File: src/rtl/pipelinestages_pkg.sv
// rtl/pipelinestages_pkg.sv - pipeline stage payload types and shared pipeline constants
package pipelinestages_pkg;

    localparam int PIPE_STAGE_MAX_DEPTH = 8;

    typedef struct packed {
        logic [31:0] pc;
        logic [31:0] instr;
    } if_id_t;

    typedef struct packed {
        logic [31:0] pc;
        logic [31:0] rs1_val;
        logic [31:0] rs2_val;
        logic [31:0] imm;
        logic [4:0]  rd;
        logic [3:0]  alu_op;
    } id_ex_t;

    typedef struct packed {
        logic [31:0] alu_res;
        logic [31:0] store_val;
        logic [4:0]  rd;
        logic        mem_rd;
        logic        mem_wr;
    } ex_mem_t;

    typedef struct packed {
        logic [31:0] wb_val;
        logic [4:0]  rd;
        logic        wb_en;
    } mem_wb_t;

    // Modulo-depth increment; handles non-power-of-2 depths.
    function automatic int unsigned ptr_wrap_inc(input int unsigned ptr, input int unsigned depth);
        return (ptr + 1 >= depth) ? 0 : ptr + 1;
    endfunction

endpackage

File: src/rtl/pipe_stage_reg_if.sv
// rtl/pipe_stage_reg_if.sv - upstream/downstream valid-ready handshake bundle for pipe_stage_reg
interface pipe_stage_reg_if #(
    parameter int WIDTH = 32
) ();
    logic             in_valid;
    logic             in_ready;
    logic [WIDTH-1:0] in_data;
    logic             out_valid;
    logic             out_ready;
    logic [WIDTH-1:0] out_data;

    modport slave (
        input  in_valid, in_data, out_ready,
        output in_ready, out_valid, out_data
    );

    modport master (
        output in_valid, in_data, out_ready,
        input  in_ready, out_valid, out_data
    );
endinterface

File: src/rtl/pipe_stage_reg.sv
// rtl/pipe_stage_reg.sv - elastic pipeline register with skid FIFO and flush; PIPE_STAGE_STATS_EN adds stall/bubble counters
module pipe_stage_reg
    import pipelinestages_pkg::*;
#(
    parameter int WIDTH = 32,
    parameter int DEPTH = 2,
    localparam int CNT_W = $clog2(DEPTH + 1)
) (
    input  logic             clk,
    input  logic             rst_n,
    input  logic             flush_i,
    pipe_stage_reg_if.slave  bus,
    output logic [CNT_W-1:0] count_o
`ifdef PIPE_STAGE_STATS_EN
    ,
    output logic [31:0]      stall_cnt_o,
    output logic [31:0]      bubble_cnt_o
`endif
);

    localparam int PTR_W = (DEPTH > 1) ? $clog2(DEPTH) : 1;
    localparam int MEM_N = 1 << PTR_W;

    if (DEPTH < 1 || DEPTH > PIPE_STAGE_MAX_DEPTH) begin : g_bad_depth
        $error("pipe_stage_reg: DEPTH outside 1..PIPE_STAGE_MAX_DEPTH");
    end

    logic [WIDTH-1:0] mem_q [MEM_N];
    logic [WIDTH-1:0] mem_d [MEM_N];
    logic [PTR_W-1:0] wr_ptr_q, wr_ptr_d;
    logic [PTR_W-1:0] rd_ptr_q, rd_ptr_d;
    logic [CNT_W-1:0] count_q, count_d;
    logic             push, pop;

    // Ready/valid decode only from registered occupancy: no out_ready -> in_ready path.
    assign bus.in_ready  = (count_q != CNT_W'(DEPTH));
    assign bus.out_valid = (count_q != '0);
    assign bus.out_data  = mem_q[rd_ptr_q];
    assign count_o       = count_q;

    assign push = bus.in_valid  & bus.in_ready  & ~flush_i;
    assign pop  = bus.out_valid & bus.out_ready & ~flush_i;

    always_comb begin
        mem_d    = mem_q;
        wr_ptr_d = wr_ptr_q;
        rd_ptr_d = rd_ptr_q;
        count_d  = count_q;
        if (flush_i) begin
            wr_ptr_d = '0;
            rd_ptr_d = '0;
            count_d  = '0;
        end else begin
            if (push) begin
                mem_d[wr_ptr_q] = bus.in_data;
                wr_ptr_d = PTR_W'(ptr_wrap_inc(32'(wr_ptr_q), unsigned'(DEPTH)));
            end
            if (pop) begin
                rd_ptr_d = PTR_W'(ptr_wrap_inc(32'(rd_ptr_q), unsigned'(DEPTH)));
            end
            case ({push, pop})
                2'b10:   count_d = count_q + CNT_W'(1);
                2'b01:   count_d = count_q - CNT_W'(1);
                default: count_d = count_q;
            endcase
        end
    end

    always_ff @(posedge clk or negedge rst_n) begin
        if (!rst_n) begin
            for (int i = 0; i < MEM_N; i++) mem_q[i] <= '0;
            wr_ptr_q <= '0;
            rd_ptr_q <= '0;
            count_q  <= '0;
        end else begin
            mem_q    <= mem_d;
            wr_ptr_q <= wr_ptr_d;
            rd_ptr_q <= rd_ptr_d;
            count_q  <= count_d;
        end
    end

`ifdef PIPE_STAGE_STATS_EN
    logic [31:0] stall_cnt_q, stall_cnt_d;
    logic [31:0] bubble_cnt_q, bubble_cnt_d;

    always_comb begin
        stall_cnt_d  = stall_cnt_q;
        bubble_cnt_d = bubble_cnt_q;
        if (flush_i) begin
            stall_cnt_d  = '0;
            bubble_cnt_d = '0;
        end else begin
            if (bus.out_valid && !bus.out_ready && (stall_cnt_q != '1))
                stall_cnt_d = stall_cnt_q + 32'd1;
            if (!bus.out_valid && bus.out_ready && (bubble_cnt_q != '1))
                bubble_cnt_d = bubble_cnt_q + 32'd1;
        end
    end

    always_ff @(posedge clk or negedge rst_n) begin
        if (!rst_n) begin
            stall_cnt_q  <= '0;
            bubble_cnt_q <= '0;
        end else begin
            stall_cnt_q  <= stall_cnt_d;
            bubble_cnt_q <= bubble_cnt_d;
        end
    end

    assign stall_cnt_o  = stall_cnt_q;
    assign bubble_cnt_o = bubble_cnt_q;
`endif

    // Upstream must hold its payload while a beat waits for acceptance.
    a_in_data_stable: assert property (
        @(posedge clk) disable iff (!rst_n)
        (bus.in_valid && !bus.in_ready && !flush_i) |=> (!bus.in_valid || $stable(bus.in_data))
    );

endmodule
File: src/flat_wrapper.sv
// flat-port wrapper written by rule: the top's interface ports become plain ports
module pipe_stage_reg_flat import pipelinestages_pkg::*;
#(
    parameter int WIDTH = 32,
    parameter int DEPTH = 2,
    localparam int CNT_W = $clog2(DEPTH + 1)
)
  (clk, rst_n, flush_i, count_o, bus_in_valid, bus_in_data, bus_out_ready, bus_in_ready, bus_out_valid, bus_out_data);
  pipe_stage_reg_if #(.WIDTH(WIDTH)) bus_i ();
  input  logic clk;
  input  logic rst_n;
  input  logic flush_i;
  output logic [CNT_W-1:0] count_o;
  input wire logic [$bits(bus_i.in_valid)-1:0] bus_in_valid;
  input wire logic [$bits(bus_i.in_data)-1:0] bus_in_data;
  input wire logic [$bits(bus_i.out_ready)-1:0] bus_out_ready;
  output wire logic [$bits(bus_i.in_ready)-1:0] bus_in_ready;
  output wire logic [$bits(bus_i.out_valid)-1:0] bus_out_valid;
  output wire logic [$bits(bus_i.out_data)-1:0] bus_out_data;
  assign bus_i.in_valid = bus_in_valid;
  assign bus_i.in_data = bus_in_data;
  assign bus_i.out_ready = bus_out_ready;
  assign bus_in_ready = bus_i.in_ready;
  assign bus_out_valid = bus_i.out_valid;
  assign bus_out_data = bus_i.out_data;
  pipe_stage_reg #(.WIDTH(WIDTH), .DEPTH(DEPTH)) u_core (.clk(clk), .rst_n(rst_n), .flush_i(flush_i), .bus(bus_i), .count_o(count_o));
endmodule
File: config.mk
export PLATFORM = sky130hd
export DESIGN_NAME = pipe_stage_reg_flat
export DESIGN_NICKNAME = d
export VERILOG_FILES = /design/src/rtl/pipelinestages_pkg.sv /design/src/rtl/pipe_stage_reg_if.sv /design/src/rtl/pipe_stage_reg.sv /design/src/flat_wrapper.sv
export SDC_FILE = /design/constraint.sdc
export NUM_CORES = 1
export LEC_CHECK = 0
export CORE_MARGIN = 3
export CORE_UTILIZATION = 35
export DETAILED_ROUTE_END_ITERATION = 12
export GPL_TIMING_DRIVEN = 0
export HOLD_SLACK_MARGIN = 0.05
export PLACE_DENSITY_LB_ADDON = 0.08
export SYNTH_ARGS = -nofsm -noshare
export SYNTH_HDL_FRONTEND = slang
export SYNTH_SLANG_ARGS = --single-unit
File: constraint.sdc
create_clock -name clk -period 2 [get_ports clk]
set_input_delay 0.2 -clock clk [delete_from_list [all_inputs] [get_ports clk]]
set_output_delay 0.2 -clock clk [all_outputs]
set_load 0.02 [all_outputs]
# After elaboration in Yosys (flattened, before gate mapping)
# Index checks and enable logic that the tools add are counted.
[word_totals]
register_bits = 68
input_bits = 37
[classes]
n_addsub = 4
order_cmp = 5
n_eq_ne = 3
muxes = 14
bitwise = 7
n_reduce_logical = 6
[ops]
columns = ["op", "count"]
rows = [
  ["$mux 32", 4],
  ["$bwmux 64", 1],
  ["$demux 32 s1", 1],
  ["$ge 2x2->1 const B", 4],
  ["$mux 1", 6],
  ["$reduce_bool 2->1", 3],
  ["$add 1x1->2 const B", 2],
  ["$and 1x1->1", 4],
  ["$not 1->2", 2],
  ["$pmux 2 s2", 1],
  ["$reduce_bool 3->1", 1],
  ["$add 2x1->2 const B", 1],
  ["$eq 2x1->1 const B", 1],
  ["$eq 2x2->1 const B", 1],
  ["$lt 2x1->1 const B", 1],
  ["$mux 2", 1],
  ["$ne 2x2->1 const B", 1],
  ["$reduce_and 2->1", 1],
  ["$sub 2x1->2 const B", 1],
  ["$logic_and 1x1->1", 1],
  ["$not 1->1", 1],
]

# Depth between registers and ports, before layout
[logic_depth]
ltp_word = 6
ltp_mapped = 5
ltp_nobuf = 4

# Worst setup path after synthesis
# No wires, ideal clock.
[synth_timing]
path_kind = "reg2reg"
start = "register u_core.count_q[1] (netlist: u_core.count_o[1])"
end = "register u_core.mem_q[21] (netlist bit)"
setup_time_ns = 0.125
t_arrival_ns = 1.627
slack_ns = 0.248
stages_incl_launch_ff = 6
n_path_buf = 1
path_cell_list = "dfrtp_1 > nor2b_2 > inv_1 > nand4b_2 > buf_4 > mux2_2"
[synth_via]
elab_chain_len = 4
[synth_rtl]
columns = ["item", "line", "source"]
rows = [
  ["start: declaration", "pipe_stage_reg.sv:32", "logic [CNT_W-1:0] count_q, count_d;"],
  ["start signal: assignment", "pipe_stage_reg.sv:79", "count_q <= count_d;"],
  ["$ne 2x2->1", "pipe_stage_reg.sv:36", "assign bus.in_ready = (count_q != CNT_W'(DEPTH));"],
  ["named net bus_in_ready", "flat_wrapper.sv:17", "output wire logic [$bits(bus_i.in_ready)-1:0] bus_in_ready;"],
  ["$and 1x1->1 (2 in a row)", "pipe_stage_reg.sv:41", "assign push = bus.in_valid & bus.in_ready & ~flush_i;"],
  ["$reduce_and 2->1 (no source line)", "--", ""],
  ["end signal: assignment", "pipe_stage_reg.sv:76", "mem_q <= mem_d;"],
  ["end: declaration", "pipe_stage_reg.sv:28", "logic [WIDTH-1:0] mem_q [MEM_N];"],
]
# The timed path passes the listed nets, and every way through them passes these cells.
# A chain may end at the register's enable or synchronous reset.

# Worst setup path after layout
[layout_timing]
start = "register u_core.count_q[1] (netlist: u_core.count_o[1])"
end = "output port bus_in_ready"
[layout_via]
elab_chain_len = 1
[layout_rtl]
columns = ["item", "line"]
rows = [
  ["$ne 2x2->1", "pipe_stage_reg.sv:36"],
  ["end: declaration", "flat_wrapper.sv:17"],
]
# Every way passes these cells.

==> results.sh <==
export IMPL_status="finished, final reports clean"
export IMPL_relSlewSlack_pct=43.3
export IMPL_drv_cap=0
export IMPL_critPathMaxStageDelay_ns=0.62
export IMPL_drt_iter0_drc=26
export IMPL_drive_above_1_share_pct=42.4
export IMPL_globalRoute_totalOverflow=0
export IMPL_grt_use_total_pct=13.5
export IMPL_cts_buffers=9
export IMPL_path_class="reg -> out"
export IMPL_grt_pass1_vias=2011
export IMPL_synth_area_um2=3010
export IMPL_setup_violations_final=0
export IMPL_area_growth_pct=35.0
export IMPL_worstHoldPathType="reg -> reg"
export IMPL_yosysUniqueCellTypes=22
export IMPL_final_common_cell="mux2_2"
export IMPL_routed_wirelength_mm=6.17
export IMPL_grt_max_degree=69
export IMPL_whs_ns=0.486
export IMPL_timing_final_crit_share_pct=95.2
export IMPL_via_count=1846
export IMPL_port_buffers=72
export IMPL_diodes=0
export IMPL_yosys_warnings=0
export IMPL_placementRows=33
export IMPL_synthCells=195
export IMPL_vdd_drop_max_uv=462
export IMPL_critical_path_top_delay_family="buffers and inverters"
export IMPL_nets=315
export IMPL_avgSynthCellArea_um2=15.4
export IMPL_ant_nets=0
export IMPL_grt_setup_unrepaired="false"
export IMPL_vias_per_cell=4.76
export IMPL_path_cells="nor2b_4 > inv_1 > clkdlybuf4s50_1"
export IMPL_path_clk_slew_ns=0.07
export IMPL_finalNonFillerCells=388
export IMPL_p_leak_nw=1.73
export IMPL_critical_path_required_ns=1.80
export IMPL_finClkSkew_ns=0.00701
export IMPL_gp_congestion=0.680
export IMPL_dpl_instance_area_um2=3860
export IMPL_period_needed_ns=1.90
export IMPL_antenna_found_initial=0
export IMPL_cts_tree="yes"
export IMPL_start_util_pct=36.2
export IMPL_clock_latency_ns=0.33
export IMPL_finalHoldViolations=0
export IMPL_ys_seq_elements=68
export IMPL_powerDensity_nw_per_um2=1020
export IMPL_dp_cells=372
export IMPL_io_pins=73
export IMPL_fillCellCount=757
export IMPL_final_cell_mix="91 x mux2_2, 67 x dfrtp_1, 42 x clkdlybuf4s50_1, 29 x dlygate4sd2_1, 14 x clkbuf_8"
export IMPL_drc=0
export IMPL_critical_path_peak_fanout=7
export IMPL_fin_area_um2=4060
export IMPL_wl_per_cell_um=15.9
export IMPL_syn_nets=232
export IMPL_end_kind="output port"
export IMPL_drv_slew=0
export IMPL_hpwl_mm=4.23
export IMPL_path_buf_inv=2
export IMPL_grt_pass1_wl_mm=10.1
export IMPL_tightest_slew_ns=0.851
export IMPL_max_freq_ghz=0.525
export IMPL_cp_slowest_cell="clkdlybuf4s50_1"
export IMPL_utilization_pct=48.9
export IMPL_reg2reg_slack_ns=0.28
export IMPL_cts_max_path_buffers=2
export IMPL_synth_seq_area_share_pct=56.6
export IMPL_clock_sinks=68
export IMPL_die_x_um=98.7
export IMPL_first_pass_iters=2
export IMPL_arrival_ns=1.70
export IMPL_cts_htree_levels=3
export IMPL_crit_path_start_kind="flop"
export IMPL_die_area_um2=9740
export IMPL_die_h_um=98.7
export IMPL_root_buffer="clkbuf_8"
export IMPL_core_area_um2=8300
## sequential cells by signal, summed over array words and instances (netlist names)
signal / flops
u_core.rd_ptr_q: 1
u_core.count_o: 2
u_core.wr_ptr_q: 1
u_core.mem_q: 64
## cell usage after synthesis
cell      count  area share (%)
inv_1         1            0.12
nor2b_2       1            0.29
a21o_1        1            0.25
nand3b_1      1            0.25
mux2_2       91              34
o21ai_0       2            0.33
nor2_1        1            0.12
a21oi_1       4            0.67
or3_1         1            0.21
nor3b_1       1            0.25
nand4b_2      1            0.50
nor4_4        1            0.71
mux2i_1       1            0.33
dfrtp_1      68              57
buf_6         3             1.1
or2_2         2            0.42
xor2_1        1            0.29
o211ai_1      1            0.25
mux2_1        5             1.9
inv_2         1            0.12
clkbuf_1      4            0.50
buf_4         3            0.75
## cell families after synthesis
logic type | count (synthesis) | synth area share, %
AOI/OAI and AO/OA | 8 | 1.50
xor gates and xnor gates | 1 | 0.291
buffers and inverters | 12 | 2.62
DFF | 68 | 56.6
muxes | 97 | 36.3
and+or+nand+nor | 9 | 2.75
## final timing paths
kind	from	to	cells after the start
setup / recovery	u_core.count_o[1]$_DFFE_PN0P_	bus_in_ready	3
hold / removal	u_core.mem_q[52]$_DFFE_PN0P_	u_core.mem_q[52]$_DFFE_PN0P_	1
setup reg to reg	u_core.count_o[1]$_DFFE_PN0P_	u_core.mem_q[39]$_DFFE_PN0P_	4
hold reg to reg	u_core.mem_q[52]$_DFFE_PN0P_	u_core.mem_q[52]$_DFFE_PN0P_	1
max in group asynchronous	rst_n	u_core.rd_ptr_q$_DFFE_PN0P_	2
min in group asynchronous	rst_n	u_core.mem_q[37]$_DFFE_PN0P_	2
## routing by layer
metal	part of all wire (%)	wire length (um)	track usage (%)	vias to the layer above
li1	-	-	-	864
met1	45	2760	17.2	930
met2	49	3040	21.7	44
met3	4.5	275	3.47	8
met4	1.5	91	5.99	0
met5	0	0	0	-
## what timing repair did
action,in CTS,in global routing
buffers inserted,0,0
gates resized for setup,39,1
cloned,0,0
endpoints found under the hold margin,68,0
endpoints found under the setup margin,32,1
hold buffers,1,0
## area by class of cell
type / count / area [um2] / share of cell area, %
clock buffer: 15 / 166 / 4.10
buffer: 9 / 97.6 / 2.40
inverter: 2 / 7.51 / 0.185
clock inverter: 1 / 30.0 / 0.740
multi-input combinational: 115 / 1230 / 30.4
timing repair buffer: 73 / 692 / 17.0
sequential: 68 / 1700 / 41.9
tap: 105 / 131 / 3.24
## per-stage QoR
step           setup WS [ns]  setup TNS, ns  total power (W)
2_1_floorplan          0.248              0          0.00262
3_3_place_gp           -1.75        -132.74          0.00315
3_5_place_dp          -0.338         -13.82          0.00317
4_1_cts               0.0301              0          0.00422
5_1_grt               0.0181              0          0.00440
6_report              0.0969              0          0.00414
## power breakdown
group | total [W] | switching (W) | internal, W
logic | 0.00116 | 0.000510 | 0.000651
registers | 0.00185 | 0.000151 | 0.00170
clock network | 0.00113 | 0.000479 | 0.000648
total | 0.00414 | 0.00114 | 0.00300
Power figures use the tool's default switching activity.
